$ cat config.mk
export PLATFORM = sky130hd
export DESIGN_NAME = instr_encoder
export DESIGN_NICKNAME = d
export VERILOG_FILES = /design/src/rtl/instr_encoder.sv
export SDC_FILE = /design/constraint.sdc
export NUM_CORES = 1
export LEC_CHECK = 0
export CAP_MARGIN = 10
export CORE_MARGIN = 2
export CORE_UTILIZATION = 46
export DETAILED_ROUTE_END_ITERATION = 7
export PLACE_DENSITY = 0.8
export SYNTH_ARGS = -nofsm -noshare
export SYNTH_HDL_FRONTEND = slang
export SYNTH_SLANG_ARGS = --single-unit
$ cat constraint.sdc
create_clock -name clk -period 2.3 [get_ports clk]
set_input_delay 0.345 -clock clk [delete_from_list [all_inputs] [get_ports clk]]
set_output_delay 0.345 -clock clk [all_outputs]
set_load 0.02 [all_outputs]
$ cat src/rtl/instr_encoder.sv
// instr_encoder
// Streams instruction requests into RV64-style 32-bit encodings and writes
// them to consecutive instruction-memory words, one word per accepted request.
//
// Ports
//   clk, rst          clock (rising edge), asynchronous active-high reset
//   start, base_addr  session start pulse and first word address (IDLE only)
//   req_valid/ready   request handshake; a request transfers on any rising
//                     edge where req_valid && req_ready. req_ready is high
//                     only in RUN, independent of req_valid.
//   req_kind, req_sub instruction kind (0 LD .. 6 JAL, 7 illegal) and variant
//   rd, rs1, rs2, imm register fields and two's complement immediate
//   req_last          marks the final request of the session
//   imem_we/addr/wdata registered memory write, valid the cycle after the
//                     accepting edge
//   busy, done        busy in RUN/DONE; done pulses with the last write
//   err               sticky error flag, cleared by the next start
//   count             words written in the current session
//   dbg_state         current FSM state (0 IDLE, 1 RUN, 2 DONE)
module instr_encoder (
  input  logic        clk,
  input  logic        rst,
  input  logic        start,
  input  logic [9:0]  base_addr,
  input  logic        req_valid,
  output logic        req_ready,
  input  logic [2:0]  req_kind,
  input  logic [2:0]  req_sub,
  input  logic [4:0]  rd,
  input  logic [4:0]  rs1,
  input  logic [4:0]  rs2,
  input  logic [20:0] imm,
  input  logic        req_last,
  output logic        imem_we,
  output logic [9:0]  imem_addr,
  output logic [31:0] imem_wdata,
  output logic        busy,
  output logic        done,
  output logic        err,
  output logic [10:0] count,
  output logic [1:0]  dbg_state
);

  typedef enum logic [1:0] {
    S_IDLE = 2'd0,
    S_RUN  = 2'd1,
    S_DONE = 2'd2
  } state_t;

  localparam logic [31:0] NOP = 32'h0000_0013;

  localparam logic [6:0] OP_LD     = 7'b0000011;
  localparam logic [6:0] OP_ADDI   = 7'b0010011;
  localparam logic [6:0] OP_STORE  = 7'b0100011;
  localparam logic [6:0] OP_RTYPE  = 7'b0110011;
  localparam logic [6:0] OP_BRANCH = 7'b1100011;
  localparam logic [6:0] OP_JALR   = 7'b1100111;
  localparam logic [6:0] OP_JAL    = 7'b1101111;

  state_t      state, state_next;
  logic [9:0]  ptr;
  logic        hs;
  logic        wrap;
  logic [31:0] enc_word;
  logic        enc_bad;

  // Immediate range checks: the upper bits beyond the format width must all
  // be copies of the format's sign bit.
  logic fits12, fits13;
  assign fits12 = (imm[20:11] == 10'h000) || (imm[20:11] == 10'h3ff);
  assign fits13 = (imm[20:12] == 9'h000)  || (imm[20:12] == 9'h1ff);

  assign req_ready = (state == S_RUN);
  assign busy      = (state != S_IDLE);
  assign done      = (state == S_DONE);
  assign dbg_state = state;
  assign hs        = req_valid && req_ready;
  // Writing the top word without req_last would run off the end of memory.
  assign wrap      = (ptr == 10'h3ff) && !req_last;

  // State register
  always_ff @(posedge clk or posedge rst) begin
    if (rst) state <= S_IDLE;
    else     state <= state_next;
  end

  // Next-state logic
  always_comb begin
    state_next = state;
    case (state)
      S_IDLE: if (start) state_next = S_RUN;
      S_RUN:  if (hs && (req_last || ptr == 10'h3ff)) state_next = S_DONE;
      S_DONE: state_next = S_IDLE;
      default: state_next = S_IDLE;
    endcase
  end

  // Encoder. LD/ADDI/JALR/JAL have no variants, so req_sub is ignored there.
  always_comb begin
    enc_word = NOP;
    enc_bad  = 1'b0;
    case (req_kind)
      3'd0: begin
        enc_word = {imm[11:0], rs1, 3'b011, rd, OP_LD};
        enc_bad  = !fits12;
      end
      3'd1: begin
        enc_word = {imm[11:0], rs1, 3'b000, rd, OP_ADDI};
        enc_bad  = !fits12;
      end
      3'd2: begin
        case (req_sub)
          3'd0: enc_word = {imm[11:5], rs2, rs1, 3'b011, imm[4:0], OP_STORE};
          3'd1: enc_word = {imm[11:5], rs2, rs1, 3'b010, imm[4:0], OP_STORE};
          3'd2: enc_word = {imm[11:5], rs2, rs1, 3'b001, imm[4:0], OP_STORE};
          default: enc_word = NOP;
        endcase
        enc_bad = (req_sub > 3'd2) || !fits12;
      end
      3'd3: begin
        case (req_sub)
          3'd0: enc_word = {7'b0000000, rs2, rs1, 3'b000, rd, OP_RTYPE};
          3'd1: enc_word = {7'b0100000, rs2, rs1, 3'b000, rd, OP_RTYPE};
          3'd2: enc_word = {7'b0000000, rs2, rs1, 3'b111, rd, OP_RTYPE};
          3'd3: enc_word = {7'b0000000, rs2, rs1, 3'b110, rd, OP_RTYPE};
          3'd4: enc_word = {7'b0000000, rs2, rs1, 3'b100, rd, OP_RTYPE};
          3'd5: enc_word = {7'b0000000, rs2, rs1, 3'b010, rd, OP_RTYPE};
          default: enc_word = NOP;
        endcase
        enc_bad = (req_sub > 3'd5);
      end
      3'd4: begin
        case (req_sub)
          3'd0: enc_word = {imm[12], imm[10:5], rs2, rs1, 3'b000,
                            imm[4:1], imm[11], OP_BRANCH};
          3'd1: enc_word = {imm[12], imm[10:5], rs2, rs1, 3'b001,
                            imm[4:1], imm[11], OP_BRANCH};
          default: enc_word = NOP;
        endcase
        enc_bad = (req_sub > 3'd1) || !fits13 || imm[0];
      end
      3'd5: begin
        enc_word = {imm[11:0], rs1, 3'b000, rd, OP_JALR};
        enc_bad  = !fits12;
      end
      3'd6: begin
        // The 21-bit input always fits the J range; only odd offsets are bad.
        enc_word = {imm[20], imm[10:1], imm[11], imm[19:12], rd, OP_JAL};
        enc_bad  = imm[0];
      end
      default: begin
        enc_word = NOP;
        enc_bad  = 1'b1;
      end
    endcase
  end

  // Datapath: pointer, count, error flag and the registered write port.
  // imem_addr/imem_wdata only change on a write, so they hold the last
  // written word through IDLE.
  always_ff @(posedge clk or posedge rst) begin
    if (rst) begin
      ptr        <= '0;
      count      <= '0;
      err        <= 1'b0;
      imem_we    <= 1'b0;
      imem_addr  <= '0;
      imem_wdata <= '0;
    end else begin
      imem_we <= hs;
      if (state == S_IDLE && start) begin
        ptr   <= base_addr;
        count <= '0;
        err   <= 1'b0;
      end
      if (hs) begin
        imem_addr  <= ptr;
        imem_wdata <= enc_word;
        ptr        <= ptr + 10'd1;
        count      <= count + 11'd1;
        if (enc_bad || wrap) err <= 1'b1;
      end
    end
  end

endmodule
==> impl_metrics.sql <==
INSERT INTO impl_metrics (metric_group, metric, value, unit) VALUES
('outcome', 'run_status', 'complete, no violations', ''),
('worst_setup_path', 'timing.critical_path.from_type', 'flip-flop', ''),
('sta', 'clock_skew', '0.009303', 'ns'),
('worst_setup_path', 'critPathRequiredTime', '1.96', 'ns'),
('logic_synthesis', 'synth_ff_type', 'sky130_fd_sc_hd__dfrtp_1', ''),
('die', 'placement_rows', '31', ''),
('logic_synthesis', 'synth-xor-area-share', '0.009646', ''),
('die', 'coreArea', '7331', 'um^2'),
('die', 'floorplan.initialDensity', '0.4777', ''),
('drt', 'via_cell_ratio', '5.627', ''),
('clocking', 'clock_tree_from_tritoncts', 'built', ''),
('logic_synthesis', 'yosys_warnings', '0', ''),
('sta', 'rsz0062_at_grt', 'no', ''),
('die', 'floorplan.io_pins', '117', ''),
('logic_synthesis', 'synth_seq_area_share', '0.4716', ''),
('sta', 'achievable-frequency', '0.5212', 'GHz'),
('clocking', 'clock_tree.htree_level_count', '3', ''),
('drt', 'routedWlPerCell', '16.24', 'um'),
('clocking', 'clkTransAtPathRegs', '0.08', 'ns'),
('logic_synthesis', 'yosys_register_bits', '66', ''),
('sta', 'finalCritPeriodShare', '0.8342', ''),
('global_route', 'grt_pass1_wl', '16.28', 'mm'),
('drt', 'detailroute.via_count', '3399', ''),
('logic_synthesis', 'synth_top_family_by_area', 'simple AND/OR/NAND/NOR gates', ''),
('place', 'io_buffers', '116', ''),
('global_route', 'grt_start_max_net_pins', '67', ''),
('power', 'power_frac_seq', '0.368', ''),
('cells_and_area', 'fin_nets', '559', ''),
('place', 'hpwlAfterDp', '7.177', 'mm'),
('sta', 'setup-violations-final', '0', ''),
('clocking', 'number_of_buffers_added_by_the_clock_tree_synthesis_step', '9', ''),
('cells_and_area', 'layout.cells.most_common_list', '116 x sky130_fd_sc_hd__clkdlybuf4s50_1, 68 x sky130_fd_sc_hd__nand2_1, 66 x sky130_fd_sc_hd__dfrtp_1, 23 x sky130_fd_sc_hd__nor2_1, 22 x sky130_fd_sc_hd__o21ai_0', ''),
('global_route', 'antenna_found_initial', '0', ''),
('drt', 'drc_errors', '0', ''),
('global_route', 'first_global_vias', '3366', ''),
('sta', 'maxSlewViolCount', '0', ''),
('drt', 'route.final.wire_length', '9.807', 'mm'),
('power', 'p_switching', '2.215', 'mW'),
('drt', 'antenna_nets_post_route', '0', ''),
('clocking', 'cts_setup_buffers', '0', ''),
('power', 'power_frac_comb', '0.473', ''),
('sta', 'timing.setup.tns', '0', 'ns'),
('flow_run', 'number_of_max_cap_violations', '0', ''),
('sta', 'max_slew.worst_pin.slew', '0.4737', 'ns'),
('logic_synthesis', 'yosys-mux-area-fraction', '0.002858', ''),
('clocking', 'clock-root-buffer', 'sky130_fd_sc_hd__clkbuf_8', ''),
('worst_setup_path', 'data_arrival_critical_path', '1.57', 'ns'),
('power', 'p_per_area', '1096', 'nW/um^2'),
('die', 'die_w', '91.26', 'um'),
('logic_synthesis', 'syn_avg_cell_area', '9.240', 'um^2'),
('cells_and_area', 'insertedDiodeCount', '0', ''),
('logic_synthesis', 'async_reset_ff_frac', '1.000', ''),
('cells_and_area', 'finalCoreUtilization', '0.6812', ''),
('logic_synthesis', 'post_synth_and_or_nand_nor_area_fraction', '0.2269', ''),
('worst_setup_path', 'path_class', 'flip-flop to primary output', ''),
('die', 'chipHeight', '91.26', 'um'),
('drt', 'detail_route.iter0.violations', '142', ''),
('logic_synthesis', 'yosysUniqueCellTypes', '64', ''),
('clocking', 'latest_clock_arrival_within_the_worst_skew_pair', '0.34', 'ns'),
('global_route', 'grt_remaining_overflow', '0', ''),
('logic_synthesis', 'synthAdderAreaFrac', '0.007145', ''),
('cells_and_area', 'fill_cells', '547', ''),
('sta', 'max_slew_margin', '0.6818', ''),
('cells_and_area', 'post_route_cells_drive_above_1_share', '0.1050', ''),
('drt', 'detail_route.first_pass.iterations', '5', ''),
('logic_synthesis', 'synth_cells', '379', ''),
('sta', 'final.min_clock_period', '1.919', 'ns'),
('power', 'max_ir_drop_vdd', '0.5871', 'mV'),
('sta', 'hold_vio_cnt_final', '0', ''),
('logic_synthesis', 'synth-edff-count', '0', ''),
('cells_and_area', 'regArea', '1652', 'um^2');
==> through the flow <==
step / area (um^2) / power (mW) / hold WS (ns) / worst slack [ns] / instances
global route: 4994 / 5.825 / 0.4276 / 0.2836 / 604
floorplan: 3502 / 3.391 / 0.4613 / 0.3002 / 379
global placement: 4823 / 4.564 / 0.4539 / 0.1286 / 588
detailed placement: 4823 / 4.621 / 0.4589 / 0.08223 / 588
CTS: 4994 / 5.509 / 0.4081 / 0.3639 / 604
finish: 4994 / 5.471 / 0.3800 / 0.3814 / 604
==> power groups by stage <==
stage	Sequential (mW)	Clock, mW	Combinational [mW]
after floorplan	2.38	0	1.01
after global placement	2.01	0	2.55
after detailed placement	2.02	0	2.60
after CTS	2.01	0.888	2.61
after global routing	2.09	0.950	2.79
final	2.01	0.873	2.59
==> sequential cells by signal, summed over array words and instances, names as in the netlist <==
register	cells
imem_we	1
err	1
ptr	10
count	11
imem_wdata	31
imem_addr	10
dbg_state	2
==> critical path, cell delays in order (launching register included) <==
cell and delay [ns]:
sky130_fd_sc_hd__dfrtp_1 0.45, sky130_fd_sc_hd__or2_1 0.25, sky130_fd_sc_hd__clkdlybuf4s50_1 0.54
==> synthesized netlist by cell type (all sizes together), types with 7 or more instances <==
cell    number  area, um^2
a211oi       7       65.06
a21o         7       52.55
a21oi       19       110.1
a221o        7       70.07
a22o        13       113.9
buf         19       120.1
dfrtp       66        1652
inv         12       45.05
nand2       70       267.8
nand3       15       75.07
nor2        25       98.84
nor3        11       65.06
o21ai       25       125.1
==> final timing paths <==
| check | from | slack (ns) | cells after the start | to |
|---|---|---|---|---|
| setup / recovery | dbg_state[0] | 0.38 | 2 | busy |
| hold / removal | rst | 0.38 | 3 | imem_addr[0] |
| setup reg to reg | dbg_state[1] | 0.61 | 6 | count[9] |
| hold reg to reg | imem_addr[6] | 0.48 | 2 | imem_addr[6] |
| max in group asynchronous | rst | 1.61 | 3 | ptr[7] |
| min in group clk | imem_addr[6] | 0.48 | 2 | imem_addr[6] |
==> metal layers <==
metal | wire [um] | GRT usage | up-vias
li1 | - | - | 1613
met1 | 4187 | 0.3144 | 1643
met2 | 4961 | 0.4136 | 131
met3 | 536 | 0.05892 | 12
met4 | 121 | 0.05808 | 0
met5 | 0 | 0 | -
==> cell type report <==
class / count / area share
tap: 99 / 0.02481
multi-input combinational: 275 / 0.3317
sequential: 66 / 0.3307
clock inverter: 6 / 0.008519
clock buffer: 10 / 0.02556
inverter: 13 / 0.01002
timing repair buffer: 135 / 0.2686
==> cell families (layout without fill, tap and decap cells) <==
group           after synthesis  count (layout)
compound gates              110             110
simple gates                159             159
flops                        66              66
mux                           1               1
fa+ha+maj                     2               2
xor+xnor                      3               3
buf+inv                      38             164
No activity file was read; power rests on OpenSTA's default activity.
